--- src/rtl/rnd_pkg.sv ---
// Shared definitions for the random-bit harvester: FSM encoding,
// parameter defaults and the accumulator shift helper.
package rnd_pkg;

    typedef enum logic [2:0] {
        ST_IDLE    = 3'd0,
        ST_ARM     = 3'd1,
        ST_SETTLE  = 3'd2,
        ST_CAPTURE = 3'd3,
        ST_DEBIAS  = 3'd4,
        ST_OUTPUT  = 3'd5
    } state_t;

    localparam int N_DEF             = 8;
    localparam int ARM_CYCLES_DEF    = 2;
    localparam int SETTLE_CYCLES_DEF = 3;
    localparam int STUCK_LIMIT_DEF   = 16;

    // Shift one debiased bit into the byte accumulator (newest bit at LSB).
    function automatic logic [7:0] shift_in(input logic [7:0] acc, input logic b);
        return {acc[6:0], b};
    endfunction

endpackage

--- src/rtl/rnd_sync.sv ---
// Two-stage synchronizer bringing the asynchronous raw latch bits into clk.
module rnd_sync #(
    parameter int N = 8
) (
    input  logic         clk,
    input  logic         rst,
    input  logic [N-1:0] d,
    output logic [N-1:0] q
);

    logic [N-1:0] meta;

    // Free-running double flop; only reset interrupts it.
    always_ff @(posedge clk) begin
        if (rst) begin
            meta <= '0;
            q    <= '0;
        end else begin
            meta <= d;
            q    <= meta;
        end
    end

endmodule

--- src/rtl/rnd_harvester.sv ---
// Excites an external metastable latch bank, captures its settled bits and
// runs a von Neumann debiaser over them, packing the result into bytes.
module rnd_harvester
    import rnd_pkg::*;
#(
    parameter int N             = N_DEF,
    parameter int ARM_CYCLES    = ARM_CYCLES_DEF,
    parameter int SETTLE_CYCLES = SETTLE_CYCLES_DEF,
    parameter int STUCK_LIMIT   = STUCK_LIMIT_DEF
) (
    input  logic         clk,
    input  logic         rst,
    input  logic         en,
    output logic         gen_g,
    input  logic [N-1:0] raw_in,
    output logic [7:0]   out_data,
    output logic         out_valid,
    input  logic         out_ready,
    output logic         stuck_err
);

    // k must be able to hold N/2 so a byte finishing on the last pair is
    // distinguishable from one that still has pairs left.
    localparam int KW    = $clog2(N/2 + 1);
    localparam int CMAX  = (ARM_CYCLES > SETTLE_CYCLES) ? ARM_CYCLES : SETTLE_CYCLES;
    localparam int CW    = (CMAX < 2) ? 1 : $clog2(CMAX);
    localparam int SW    = $clog2(STUCK_LIMIT + 1);

    state_t        state;
    logic [CW-1:0] cnt;
    logic [N-1:0]  sync_bits;
    logic [N-1:0]  sample;
    logic [N-1:0]  prev_sample;
    logic          first_cap;
    logic [KW-1:0] k;
    logic [7:0]    acc;
    logic [3:0]    bitcnt;
    logic [SW-1:0] stuck_cnt;

    logic          pa;
    logic          pb;
    logic          emit;
    logic [7:0]    acc_next;
    logic [SW-1:0] stuck_next;

    rnd_sync #(.N(N)) u_sync (
        .clk (clk),
        .rst (rst),
        .d   (raw_in),
        .q   (sync_bits)
    );

    // Select the current pair (a = even bit, b = odd bit) and form the debiased bit.
    always_comb begin
        pa = 1'b0;
        pb = 1'b0;
        for (int i = 0; i < N/2; i++) begin
            if (k == KW'(i)) begin
                pa = sample[2*i];
                pb = sample[2*i+1];
            end
        end
        emit     = pa ^ pb;
        acc_next = shift_in(acc, pa);
    end

    // Saturating run length of identical captures.
    always_comb begin
        stuck_next = '0;
        if (sync_bits == prev_sample) begin
            stuck_next = (stuck_cnt == SW'(STUCK_LIMIT)) ? stuck_cnt : stuck_cnt + SW'(1);
        end
    end

    // Captured data registers; no reset needed since the FSM loads them before use.
    always_ff @(posedge clk) begin
        if (state == ST_CAPTURE) begin
            sample      <= sync_bits;
            prev_sample <= sync_bits;
        end
    end

    // Main control FSM with registered gen_g / out_valid / out_data.
    always_ff @(posedge clk) begin
        if (rst) begin
            state     <= ST_IDLE;
            gen_g     <= 1'b1;
            out_valid <= 1'b0;
            out_data  <= '0;
            stuck_err <= 1'b0;
            acc       <= '0;
            bitcnt    <= '0;
            k         <= '0;
            stuck_cnt <= '0;
            cnt       <= '0;
            first_cap <= 1'b1;
        end else begin
            case (state)
                ST_IDLE: begin
                    gen_g <= 1'b1;
                    if (en) begin
                        state <= ST_ARM;
                        gen_g <= 1'b0;
                        cnt   <= '0;
                    end
                end

                ST_ARM: begin
                    if (cnt == CW'(ARM_CYCLES - 1)) begin
                        state <= ST_SETTLE;
                        gen_g <= 1'b1;
                        cnt   <= '0;
                    end else begin
                        cnt <= cnt + CW'(1);
                    end
                end

                ST_SETTLE: begin
                    if (cnt == CW'(SETTLE_CYCLES - 1)) begin
                        state <= ST_CAPTURE;
                        cnt   <= '0;
                    end else begin
                        cnt <= cnt + CW'(1);
                    end
                end

                ST_CAPTURE: begin
                    k <= '0;
                    if (first_cap) begin
                        first_cap <= 1'b0;
                    end else begin
                        stuck_cnt <= stuck_next;
                        if (stuck_next == SW'(STUCK_LIMIT)) begin
                            stuck_err <= 1'b1;
                        end
                    end
                    state <= ST_DEBIAS;
                end

                ST_DEBIAS: begin
                    if (emit) begin
                        acc    <= acc_next;
                        bitcnt <= bitcnt + 4'd1;
                    end
                    if (emit && bitcnt == 4'd7) begin
                        state     <= ST_OUTPUT;
                        out_valid <= 1'b1;
                        out_data  <= acc_next;
                        k         <= k + KW'(1);
                    end else if (k == KW'(N/2 - 1)) begin
                        if (en) begin
                            state <= ST_ARM;
                            gen_g <= 1'b0;
                            cnt   <= '0;
                        end else begin
                            state <= ST_IDLE;
                        end
                    end else begin
                        k <= k + KW'(1);
                    end
                end

                ST_OUTPUT: begin
                    if (out_ready) begin
                        out_valid <= 1'b0;
                        bitcnt    <= '0;
                        if (k < KW'(N/2)) begin
                            state <= ST_DEBIAS;
                        end else if (en) begin
                            state <= ST_ARM;
                            gen_g <= 1'b0;
                            cnt   <= '0;
                        end else begin
                            state <= ST_IDLE;
                        end
                    end
                end

                default: begin
                    state <= ST_IDLE;
                    gen_g <= 1'b1;
                end
            endcase
        end
    end

endmodule

--- config.mk ---
export PLATFORM = sky130hd
export DESIGN_NAME = rnd_harvester
export DESIGN_NICKNAME = d
export VERILOG_FILES = /design/src/rtl/rnd_pkg.sv /design/src/rtl/rnd_sync.sv /design/src/rtl/rnd_harvester.sv
export SDC_FILE = /design/constraint.sdc
export NUM_CORES = 1
export LEC_CHECK = 0
export ABC_AREA = 1
export CAP_MARGIN = 5
export CORE_MARGIN = 3
export CORE_UTILIZATION = 64
export CTS_BUF_LIST = sky130_fd_sc_hd__clkbuf_4
export CTS_CLUSTER_DIAMETER = 200
export DETAILED_ROUTE_END_ITERATION = 10
export PLACE_DENSITY = 0.88
export SYNTH_ARGS = -nofsm -noshare
export SYNTH_HDL_FRONTEND = slang
export SYNTH_HIERARCHICAL = 1
export SYNTH_SLANG_ARGS = --single-unit
--- constraint.sdc ---
create_clock -name clk -period 3 [get_ports clk]
set_clock_uncertainty 0.05 [all_clocks]
set_input_delay 0.45 -clock clk [delete_from_list [all_inputs] [get_ports clk]]
set_output_delay 0.45 -clock clk [all_outputs]
set_load 0.05 [all_outputs]
# Yosys cells after proc, flatten, opt, wreduce, memory -nomap -nowiden
# Cells that the tools add are included.
word_totals:
  register_bits: 60
  inputBits: 12
  out_inout_bits: 11
  word_cells: 108
op_classes:
  n_addsub: 4
  magnitude_cmp: 1
  eq_ne: 25
  n_mux: 44
  bitwise_logic: 3
  n_reduce_logical: 17
op_table:
  columns: ["cell", "n"]
  rows:
  - ["2-to-1 mux 3 bit", 9]
  - ["2-to-1 mux 1 bit", 18]
  - ["inequality test 2 bit, second input constant", 9]
  - ["one-hot mux 3 bit (6 select lines)", 1]
  - ["2-to-1 mux 2 bit", 7]
  - ["equality test 3 x 2 -> 1 bit, second input constant", 4]
  - ["equality test 5 bit, second input constant", 2]
  - ["2-to-1 mux 5 bit", 2]
  - ["one-hot mux 2 bit (5 select lines)", 1]
  - ["AND reduction 5 bit", 2]
  - ["AND reduction 3 bit", 3]
  - ["equality test 8 bit", 1]
  - ["2-to-1 mux 4 bit", 2]
  - ["one-hot mux 4 bit (2 select lines)", 1]
  - ["AND reduction 2 bit", 4]
  - ["equality test 3 x 1 -> 1 bit, second input constant", 2]
  - ["equality test 3 bit, second input constant", 2]
  - ["logical NOT 3 bit", 2]
  - ["inequality test 3 bit, second input constant", 2]
  - ["one-hot mux 3 bit (2 select lines)", 1]
  - ["AND reduction 6 bit", 1]
  - ["adder 5 x 1 -> 5 bit, second input constant", 1]
  - ["one-hot mux 1 bit (5 select lines)", 1]
  - ["nonzero test 5 bit", 1]
  - ["13 further kinds", 15]

# Longest topological paths before layout
# Gate-level depths: netlist (run 1).
logic_depth:
  word_depth: 9
  ltp_mapped: 14
  mapped_depth_nobuf: 14

# Cells and area by module
# The synthesis (run 1) kept the hierarchy.
by_module_without_submodules:
  columns: ["module", "instances", "cells_each", "area_each_um2", "seq_area_each_um2"]
  rows:
  - ["rnd_harvester", 1, 291, 2283.4, 960.9]
  - ["rnd_sync", 1, 50, 474.2, 320.3]

# Worst setup path before layout (run 1)
# Ideal clock, no wire load.
synth_timing:
  path_type: "flip-flop to flip-flop"
  start: "register k[0]"
  end: "register out_data[6]"
  setup_time_ps: 131
  arrival_ps: 1518
  required_time_ps: 2819
  path_slack_ps: 1301
  stages_incl_launch_ff: 13
  n_path_buf: 1
  period_less_slack_ps: 1699
  cell_sequence: "dfxtp_1 -> ha_1 -> ha_1 -> inv_1 -> nand2_1 -> inv_1 -> a21oi_1 -> nand2_2 -> nand3_4 -> inv_6 -> buf_12 -> nand3_1 -> a21oi_2"
synth_via:
  elab_chain_len: 8
  word_cells_on_any_way: 15
  cone_classes: "3 x eq/ne; 8 x mux; 1 x bitwise; 3 x reduce/logical"
synth_lines:
  columns: ["item", "line", "text"]
  rows:
  - ["start, declared", "rnd_harvester.sv:35", "logic [KW-1:0] k;"]
  - ["start signal, assigned", "rnd_harvester.sv:149", "k <= k + KW'(1);"]
  - ["start signal, assigned", "rnd_harvester.sv:159", "k <= k + KW'(1);"]
  - ["logical NOT 3 bit", "rnd_harvester.sv:58", "if (k == KW'(i)) begin"]
  - ["2-to-1 mux 1 bit (4 in series)", "rnd_harvester.sv:58", null]
  - ["XOR 1 bit (*)", "rnd_harvester.sv:63", "emit = pa ^ pb;"]
  - ["logical AND 1 bit (*)", "rnd_harvester.sv:145", "if (emit && bitcnt == 4'd7) begin"]
  - ["AND reduction 2 bit (no source line) (*)", null, null]
  - ["end signal, assigned", "rnd_harvester.sv:148", "out_data <= acc_next;"]
  - ["end, declared", "rnd_harvester.sv:16", "output logic [7:0] out_data,"]
# Every way passes the cells marked *; elsewhere a longest branch is shown, timed or not.
# A chain may end at the register's enable or synchronous reset.

# Worst setup path after layout (run 1)
layout_timing:
  start: "register out_data[6]"
  end: "output port out_data[6]"
# No word-level cell between the ends.

==> reports/summary.txt, run 1 <==
Max incr delay on CP - 840 ps
Vias in the first global route - 2,192
Outcome - finished, final reports clean
Routed wire length - 5430 um
Worst slew margin - 64.2%
Die X - 71.6 um
TritonCTS clock tree - built
Crit Path Max Fanout - 2
Final setup viols - 0
Setup CP Type - reg2out
Final worst setup slack - 909 ps
Dpl ws - 986 ps
Most frequent cells in the layout - nand2_1 (75), dfxtp_1 (52), inv_1 (40), a21oi_1 (32), nor2_1 (29)
Post-cts sizing count - 0
Buffers on Ports - 22
# diodes - 0
Setup repair bufs after CTS - 0
Tmin final - 2090 ps
Setup crit start kind - flip-flop
Global-route wire length before repair - 9470 um
Iteration-0 DRC Markers - 154
Final Hold Fails - 0
Avg Inst Size Synth - 8.09 um^2
Layout cells sized above 1 - 11.2%
DR DRC count - 0
Yosys top cell area share - 37.7%
Initial antenna violation count - 0
Unrepaired setup endpoints after global routing - false
Leak - 1.32 nW
Core Area - 4090 um^2
WHS - 357 ps
Synth cell types - 36
Most common cell after layout, fill and taps aside - nand2_1
PD cells - 672 nW/um^2
I/O pins - 23
Post-DP Area - 2980 um^2
Largest net degree at the start of global routing - 28
Fmax - 478 MHz
Synth Cell Area - 2760 um^2
Vias - 2,272
Fin area - 3160 um^2
Grt total ovfl - 0
Worst path top cell family by delay - buffers and inverters
Util after Layout - 77.3%
Post-CTS Hold Buffers - 0
Hold Path Class - reg2reg
Initial Utilization - 67.5%
Routability congestion estimate from global placement - 0.855
Die Span Y - 71.6 um
WL/cell - 12.8 um
Post-detail-place hpwl - 3980 um
Core Rows - 23
CP endpoint kind - output pin
Max-Cap Viols - 0
CTS Sinks - 60
Drt via density - 5.36
Crit path cell chain - clkdlybuf4s50_1
Seq/Total Area, Yosys - 46.5%
Synthesized Nets - 361
Top post-synthesis cells by area - dfxtp_1 (38%), nand2_1 (10%), edfxtp_1 (8.7%)
Final period util - 69.7%
Die area - 5130 um^2
CTS root buf - clkbuf_4
Nets - 389
CTS Buffer Depth - 2
Setup TNS Final - 0 ps
Drt first pass iters - 4
Clock transition at path regs - 100 ps
Worst-Margin Slew - 535 ps
TritonCTS buffer count - 9
Slowest stage cell, crit path - clkdlybuf4s50_1
Yosys Warn Count - 6
Synth-to-layout area growth - 14.6%
Post-Syn Instances - 341
Clk Latency, worst-skew pair - 390 ps
H-Tree Depth - 3
Slew Limit Fails - 0
CP required - 2500 ps
CP Buf/Inv Count - 1
WP data arrival - 1590 ps
Peak supply drop - 0.459 mV
Biggest area consumer among synthesized cells - dfxtp_1
Synth Register Bits - 60
Antenna viol nets, final - 0
Total global-route track usage - 23.8%
[cell type report]
cell class	instances	area, um^2
Tap cell	50	62.6
Inverter	46	178
Timing Repair Buffer	25	243
Sequential cell	60	1280
Multi-Input combinational cell	227	1220
Clock buffer	10	75.1
Fill cell	277	926
Clock inverter	6	103
[cells in the mapped netlist]
cell type,n
a211oi_1,2
a21boi_2,1
a21oi_1,32
a21oi_2,3
a31o_2,1
a31oi_1,2
buf_1,1
buf_12,1
buf_6,3
buf_8,1
clkbuf_1,2
dfxtp_1,52
edfxtp_1,8
ha_1,8
inv_1,40
inv_2,5
inv_6,1
nand2_1,75
nand2_2,2
nand2_4,1
nand3_1,27
nand3_2,1
nand3_4,1
nand3b_1,2
nand4_1,5
nand4_4,1
nor2_1,29
nor2_2,6
nor2_4,2
nor3_1,2
nor4_1,1
o21ai_0,9
o21bai_1,1
or2_1,1
xnor2_1,9
xor2_1,3
[metal layers]
layer / GRT usage (%) / share of wire, % / vias up
li1: - / - / 1157
met4: 10.0 / 2.0 / 0
met2: 40.0 / 50 / 52
met1: 28.8 / 44 / 1052
met5: 0 / 0 / -
met3: 6.03 / 4.1 / 11
[cell families (layout without fill, tap and decap cells)]
group           count (synthesis)  after routing  share of synthesized area, %
flops                          60             60                          46.5
simple gates                  156            156                          26.4
xor+xnor                       12             12                          3.81
fa+ha+maj                       8              8                          3.63
compound gates                 51             51                          10.4
buf+inv                        54             87                          9.35
[through the flow]
step                cells  total power, mW
floorplan             341             1.32
global placement      408             1.41
detailed placement    408             1.43
CTS                   424             2.13
global route          424             2.26
finish                424             2.13
[registers in the layout, indices dropped and copies added, names as in the netlist]
name / count
first_cap: 1
u_sync/meta: 8
out_valid: 1
gen_g: 1
stuck_err: 1
prev_sample: 8
acc: 7
bitcnt: 4
out_data: 8
cnt: 2
stuck_cnt: 5
u_sync/q: 8
state: 3
k: 3
[path summary, 6_finish.rpt]
kind	startpoint	to	slack, ps	depth (start not counted)
max	out_data[6]$_SDFFE_PP0P_	out_data[6]	910	1
min	u_sync/meta[5]$_SDFF_PP0_	u_sync/q[5]$_SDFF_PP0_	360	2
max reg2reg	k[0]$_SDFFE_PP0P_	k[0]$_SDFFE_PP0P_	910	13
min reg2reg	u_sync/meta[5]$_SDFF_PP0_	u_sync/q[5]$_SDFF_PP0_	360	2
[power by group]
part | switching (mW) | leakage (nW) | internal [mW]
Clock | 0.277 | 0.0955 | 0.425
Combinational | 0.320 | 0.725 | 0.179
Sequential | 0.0516 | 0.497 | 0.872
Total | 0.649 | 1.32 | 1.48
Power figures use the tool's default switching activity.
==> inputs of run 2 (changes only) <==
--- a/config.mk
+++ b/config.mk
@@ -8,11 +8,11 @@
 export ABC_AREA = 1
 export CAP_MARGIN = 5
 export CORE_MARGIN = 3
-export CORE_UTILIZATION = 64
+export CORE_UTILIZATION = 54
 export CTS_BUF_LIST = sky130_fd_sc_hd__clkbuf_4
 export CTS_CLUSTER_DIAMETER = 200
 export DETAILED_ROUTE_END_ITERATION = 10
-export PLACE_DENSITY = 0.88
+export PLACE_DENSITY = 0.79
 export SYNTH_ARGS = -nofsm -noshare
 export SYNTH_HDL_FRONTEND = slang
 export SYNTH_HIERARCHICAL = 1
==> constraint.sdc (replaced) <==
create_clock -name clk -period 1.9 [get_ports clk]
set_clock_uncertainty 0.05 [all_clocks]
set_input_delay 0.285 -clock clk [delete_from_list [all_inputs] [get_ports clk]]
set_output_delay 0.285 -clock clk [all_outputs]
set_load 0.05 [all_outputs]
==> run 2 against run 1 <==
  * Flip-flop and latch count is the same
  * Critical path depth grew 11
  * Wire length increased by 7.6%
  * Sequential share of layout area is 3.2 points lower
  * Setup slack worse by 860 ps
  * Die area rose by 17%
  * Design area up 9.1%
  * Cell count increased by 6.6%
==> reports/summary.txt, run 2 (synthesis gave the netlist of run 1 again) <==
# diodes - 0 (unchanged)
Die area - 6000 um^2 (was 5130 um^2)
Logic pwr share - 29.0% (was 23.5%)
Vias in the first global route - 2,277 (was 2,192)
Fmax - 540 MHz
Sw frac - 33.2% (was 30.5%)
Final Hold Fails - 0 (unchanged)
WP data arrival - 2080 ps (was 1590 ps)
CTS root buf - clkbuf_4 (unchanged)
Iteration-0 DRC Markers - 106 (was 154)
Grt total ovfl - 0 (unchanged)
Synth-to-layout area growth - 25.1% (was 14.6%)
CP endpoint kind - flip-flop (was output pin)
Pint - 2.33 mW (was 1.48 mW)
Crit Path Max Fanout - 5 (was 2)
Slowest stage cell, crit path - dfxtp_4 (was clkdlybuf4s50_1)
Initial antenna violation count - 0 (unchanged)
Leak - 1.48 nW (was 1.32 nW)
Placed cell count - 429 (was 408)
Unrepaired setup endpoints after global routing - true (was false)
CP Buf/Inv Count - 3 (was 1)
Worst-Margin Slew - 521 ps (was 535 ps)
Die Span Y - 77.5 um (was 71.6 um)
Largest net degree at the start of global routing - 28 (unchanged)
Setup CP Type - reg2reg (was reg2out)
Tmin final - 1850 ps
Die X - 77.5 um (was 71.6 um)
Nets - 400 (was 389)
WL/cell - 12.9 um (was 12.8 um)
Layout cells sized above 1 - 21.3% (was 11.2%)
Number of standard cells in the final layout excluding fillers - 452 (was 424)
Filler instances - 385 (was 277)
Routability congestion estimate from global placement - 0.929 (was 0.855)
Clock transition at path regs - 100 ps (about the same)
Hold Path Class - in2reg (was reg2reg)
Worst slew margin - 65.2% (was 64.2%)
Max-Cap Viols - 0 (unchanged)
Hold path startpoint - raw_in[2] (was u_sync/meta[5]$_SDFF_PP0_)
PD cells - 1010 nW/um^2 (was 672 nW/um^2)
Global-route wire length before repair - 9490 um (was 9470 um)
Slew Limit Fails - 0 (unchanged)
Worst path top cell family by delay - simple AND/OR/NAND/NOR gates (was buffers and inverters)
Post-detail-place hpwl - 3800 um (was 3980 um)
Initial Utilization - 57.2% (was 67.5%)
DR DRC count - 0 (unchanged)
Antenna viol nets, final - 0 (unchanged)
Post-CTS Hold Buffers - 0 (unchanged)
Reg2reg end - out_data[0]$_SDFFE_PP0P_ (was k[0]$_SDFFE_PP0P_)
Hold path depth - 3 (was 2)
Most common cell after layout, fill and taps aside - nand2_1 (unchanged)
TritonCTS clock tree - built (unchanged)
TritonCTS buffer count - 9 (unchanged)
Buffers on Ports - 22 (unchanged)
Sequential power share - 42.3% (was 43.5%)
Crit path cell chain - ha_4, ha_4, inv_2, nand2_1, inv_1, nand2_2, nand2_2, nand2_4, nand4_4, buf_6, nand2_1, a21oi_1 (was clkdlybuf4s50_1)
Final period util - 97.4%
Core Rows - 25 (was 23)
Routed wire length - 5840 um (was 5430 um)
CTS Buffer Depth - 2 (unchanged)
Worst Hold End - u_sync/meta[2]$_SDFF_PP0_ (was u_sync/q[5]$_SDFF_PP0_)
H-Tree Depth - 3 (unchanged)
Vias - 2,359 (was 2,272)
CTS Sinks - 60 (unchanged)
Total global-route track usage - 19.7% (was 23.8%)
Worst R2R Path Depth - 12 (was 13)
CP required - 2130 ps (was 2500 ps)
Peak supply drop - 0.601 mV (was 0.459 mV)
Setup crit start kind - flip-flop (unchanged)
Core Area - 4820 um^2 (was 4090 um^2)
Clk Latency, worst-skew pair - 400 ps (was 390 ps)
Reg2reg setup slack - 50 ps (was 910 ps)
Clock power frac - 28.7% (was 33.0%)
I/O pins - 23 (unchanged)
Most frequent cells in the layout - nand2_1 (66), dfxtp_1 (50), inv_1 (36), a21oi_1 (30), nor2_1 (28) (was nand2_1 (75), dfxtp_1 (52), inv_1 (40), a21oi_1 (32), nor2_1 (29))
WHS - 339 ps (was 357 ps)
Drt via density - 5.22 (was 5.36)
Outcome - finished, final reports clean (unchanged)
Final setup viols - 0 (unchanged)
Max incr delay on CP - 410 ps (was 840 ps)
Sw power - 1.16 mW (was 0.649 mW)
Drt first pass iters - 4 (unchanged)
R2R Path Start - k[0]$_SDFFE_PP0P_ (unchanged)
[run 2: metal layers]
metal	up-vias	part of all wire, %	GRT usage (%)
met2	52	50	33.4
met1	1110	43	22.7
li1	1186	-	-
met3	11	5.0	6.26
met5	-	0	0
met4	0	1.8	8.72
[run 2: power groups by stage]
stage                     registers [mW]  logic (mW)  clock network, mW
after detailed placement            1.49       0.770                  0
after global routing                1.49        1.12               1.09
after global placement              1.48       0.746                  0
after floorplan                     1.50       0.591                  0
final                               1.48        1.01               1.00
after CTS                           1.46       0.770               1.03
[run 2: timing repair]
action	in CTS	in global routing
endpoints found under the setup margin	15	31
buffers inserted	2	3
pin swaps	1	14
gates cloned	0	2
gates resized for setup	10	52
hold endpoints to repair	0	0
[run 2: worst max path at each step]
stage / end / start / slack [ps] / cells past startpoint
after global placement: k[1]$_SDFFE_PP0P_ / k[1]$_SDFFE_PP0P_ / 20 / 12
after detailed placement: k[1]$_SDFFE_PP0P_ / k[0]$_SDFFE_PP0P_ / -60 / 13
final: out_data[0]$_SDFFE_PP0P_ / k[0]$_SDFFE_PP0P_ / 50 / 12
after floorplan: out_data[6]$_SDFFE_PP0P_ / k[0]$_SDFFE_PP0P_ / 200 / 12
after CTS: out_data[4] / out_data[4]$_SDFFE_PP0P_ / 1 / 1
after global routing: out_data[0]$_SDFFE_PP0P_ / k[0]$_SDFFE_PP0P_ / -70 / 12
[run 2: worst min-delay path, cell delays in order]
cell and delay [ps]:
clkdlybuf4s50_1 390, inv_1 50, nor2_1 30
[run 2: through the flow]
stage               setup WS (ps)  power (mW)  setup TNS (ps)  util, %  cell area (um^2)
floorplan                     201        2.09               0        -              2760
global route                -68.8        3.70            -571     71.6              3450
global placement             20.4        2.23               0     63.0              3030
finish                       49.7        3.49               0     71.6              3450
detailed placement          -55.3        2.26            -134     63.0              3030
CTS                          1.37        3.26               0     66.4              3200
[run 2: final cells by class]
class                   count  area (um^2)  share of cell area (%)
clock buffers              11         82.6                    2.39
well taps                  67         83.8                    2.43
repair buffers             34          315                    9.14
clock inverters             5         76.3                    2.21
multi-input cells         229         1410                    41.0
flip-flops and latches     60         1290                    37.4
inverters                  46          190                    5.51
==> inputs of run 3 (changes only) <==
--- a/config.mk
+++ b/config.mk
@@ -6,13 +6,13 @@
 export NUM_CORES = 1
 export LEC_CHECK = 0
 export ABC_AREA = 1
-export CAP_MARGIN = 5
+export CAP_MARGIN = 30
 export CORE_MARGIN = 3
-export CORE_UTILIZATION = 54
+export CORE_UTILIZATION = 40
 export CTS_BUF_LIST = sky130_fd_sc_hd__clkbuf_4
 export CTS_CLUSTER_DIAMETER = 200
 export DETAILED_ROUTE_END_ITERATION = 10
-export PLACE_DENSITY = 0.79
+export PLACE_DENSITY = 0.62
 export SYNTH_ARGS = -nofsm -noshare
 export SYNTH_HDL_FRONTEND = slang
 export SYNTH_HIERARCHICAL = 1
==> run 3 against run 2 <==
  * Combinational power about the same
  * Clock-buffer cell count fell by 2
  * Global-route usage shrank 5.4 points
  * Non-clock buffer count grew 3
  * Flip-flop and latch count did not move
  * Critical path type unchanged
==> reports/summary.txt, run 3 (synthesis gave the netlist of run 1 again) <==
Outcome - finished, final reports clean (unchanged)
Clock power frac - 26.4% (was 28.7%)
Sequential power share - 43.1% (was 42.3%)
Core Area - 6530 um^2 (was 4820 um^2)
CTS Buffer Depth - 2 (unchanged)
Tmin final - 1840 ps (was 1850 ps)
Die X - 89.0 um (was 77.5 um)
Worst R2R Path Depth - 12 (unchanged)
Most common cell after layout, fill and taps aside - nand2_1 (unchanged)
Worst path top cell family by delay - simple AND/OR/NAND/NOR gates (unchanged)
Vias in the first global route - 2,044 (was 2,277)
PD cells - 995 nW/um^2 (was 1010 nW/um^2)
CTS root buf - clkbuf_4 (unchanged)
Crit Path Max Fanout - 5 (unchanged)
Placed cell count - 440 (was 429)
Worst slew margin - 67.4% (was 65.2%)
Total power - 3.42 mW (was 3.49 mW)
Synth-to-layout area growth - 24.6% (was 25.1%)
Fmax - 545 MHz (was 540 MHz)
Worst Hold End - u_sync/meta[3]$_SDFF_PP0_ (was u_sync/meta[2]$_SDFF_PP0_)
Core Rows - 29 (was 25)
Crit-path most repeated cell - nand2_1
Drt via density - 4.94 (was 5.22)
Buffers on Ports - 22 (unchanged)
Leak - 1.44 nW (was 1.48 nW)
Reg2reg setup slack - 60 ps (was 50 ps)
Final period util - 96.6% (was 97.4%)
Pint - 2.21 mW (was 2.33 mW)
Drt first pass iters - 5 (was 4)
Worst-Margin Slew - 491 ps (was 521 ps)
WL/cell - 11.8 um (was 12.9 um)
Peak supply drop - 0.500 mV (was 0.601 mV)
Initial antenna violation count - 0 (unchanged)
Global-route wire length before repair - 8770 um (was 9490 um)
Slowest stage cell, crit path - dfxtp_4 (unchanged)
Hold path depth - 3 (unchanged)
Final setup viols - 0 (unchanged)
Sw frac - 35.3% (was 33.2%)
Die area - 7930 um^2 (was 6000 um^2)
Max-Cap Viols - 0 (unchanged)
Hold path startpoint - raw_in[3] (was raw_in[2])
CP Buf/Inv Count - 3 (unchanged)
Vias - 2,295 (was 2,359)
Crit path cell chain - inv_4, ha_2, nand3b_1, nand2_1, inv_2, a21boi_4, nand2_4, buf_4, nand4_4, nand4_1, nand2_1, nor2_1 (was ha_4, ha_4, inv_2, nand2_1, inv_1, nand2_2, nand2_2, nand2_4, nand4_4, buf_6, nand2_1, a21oi_1)
Routed wire length - 5480 um (was 5840 um)
Slew Limit Fails - 0 (unchanged)
TritonCTS buffer count - 9 (unchanged)
# diodes - 0 (unchanged)
WHS - 327 ps (was 339 ps)
Setup crit start kind - flip-flop (unchanged)
Clock transition at path regs - 110 ps (was 100 ps)
Antenna viol nets, final - 0 (unchanged)
Die Span Y - 89.0 um (was 77.5 um)
Post-detail-place hpwl - 3610 um (was 3800 um)
H-Tree Depth - 3 (unchanged)
Largest net degree at the start of global routing - 28 (unchanged)
Logic pwr share - 30.5% (was 29.0%)
Setup CP Type - reg2reg (unchanged)
TritonCTS clock tree - built (unchanged)
CP endpoint kind - flip-flop (unchanged)
Clk Latency, worst-skew pair - 410 ps (was 400 ps)
WP data arrival - 2080 ps (about the same)
Total global-route track usage - 14.4% (was 19.7%)
Reg2reg end - k[1]$_SDFFE_PP0P_ (was out_data[0]$_SDFFE_PP0P_)
Sw power - 1.21 mW (was 1.16 mW)
Number of standard cells in the final layout excluding fillers - 465 (was 452)
CP required - 2140 ps (was 2130 ps)
DR DRC count - 0 (unchanged)
Unrepaired setup endpoints after global routing - true (unchanged)
Routability congestion estimate from global placement - 0.847 (was 0.929)
CTS Sinks - 60 (unchanged)
Initial Utilization - 42.2% (was 57.2%)
Final Hold Fails - 0 (unchanged)
R2R Path Start - k[0]$_SDFFE_PP0P_ (unchanged)
Iteration-0 DRC Markers - 85 (was 106)
Post-DP Area - 3050 um^2 (was 3030 um^2)
Grt total ovfl - 0 (unchanged)
Max incr delay on CP - 390 ps (was 410 ps)
Nets - 403 (was 400)
Fin area - 3440 um^2 (was 3450 um^2)
Hold Path Class - in2reg (unchanged)
Most frequent cells in the layout - nand2_1 (69), dfxtp_1 (50), inv_1 (37), a21oi_1 (31), nor2_1 (28) (was nand2_1 (66), dfxtp_1 (50), inv_1 (36), a21oi_1 (30), nor2_1 (28))
Layout cells sized above 1 - 20.4% (was 21.3%)
Post-CTS Hold Buffers - 0 (unchanged)
I/O pins - 23 (unchanged)
run 3: how the worst max path moves through the flow:
stage,startpoint,to,slack [ps],depth (start not counted)
after floorplan,k[0]$_SDFFE_PP0P_,out_data[6]$_SDFFE_PP0P_,200,12
after global placement,k[1]$_SDFFE_PP0P_,k[1]$_SDFFE_PP0P_,-2,12
after detailed placement,k[1]$_SDFFE_PP0P_,k[1]$_SDFFE_PP0P_,-50,12
after CTS,k[1]$_SDFFE_PP0P_,out_data[7]$_SDFFE_PP0P_,4,11
after global routing,k[0]$_SDFFE_PP0P_,k[0]$_SDFFE_PP0P_,-70,12
final,k[0]$_SDFFE_PP0P_,k[1]$_SDFFE_PP0P_,60,12
run 3: repair_timing:
| item | in CTS | in global routing |
|---|---|---|
| buffers inserted | 1 | 6 |
| gates cloned | 0 | 2 |
| pin swaps | 0 | 13 |
| endpoints found under the setup margin | 17 | 29 |
| gates resized for setup | 11 | 39 |
run 3: power groups by stage:
stage | combinational [mW] | sequential [mW] | clock, mW
detailed placement | 0.766 | 1.49 | 0
floorplan | 0.591 | 1.50 | 0
CTS | 0.766 | 1.46 | 0.927
finish | 1.04 | 1.47 | 0.901
global placement | 0.759 | 1.49 | 0
global route | 1.16 | 1.49 | 0.992
run 3: final cells by class:
class | instances | area (um^2)
Clock buffer | 9 | 67.6
Clock inverter | 7 | 75.1
Fill cell | 614 | 3100
Multi-Input combinational cell | 229 | 1390
Sequential cell | 60 | 1290
Inverter | 46 | 185
Timing Repair Buffer | 37 | 332
Tap cell | 77 | 96.3
run 3: layer usage:
layer,global-route usage [%],vias to the layer above,wire length [um]
met1,18.4,1042,2640
met3,6.08,11,232
met4,5.41,0,82
met5,0,-,0
met2,21.6,45,2520
li1,-,1197,-
run 3: worst register-to-register path: cells and delay by family (launching register included):
kind	cells	cell delay, ps
fa+ha+maj	1	220
flops	1	390
simple gates	7	600
buf+inv	3	290
compound gates	1	170
run 3: per-stage QoR:
stage	worst slack, ps	setup TNS (ps)	utilization, %
finish	64.5	0	52.6
global route	-72.5	-607	52.6
CTS	4.02	0	49.0
detailed placement	-53.4	-178	46.8
global placement	-1.95	-1.95	46.8
floorplan	201	0	-
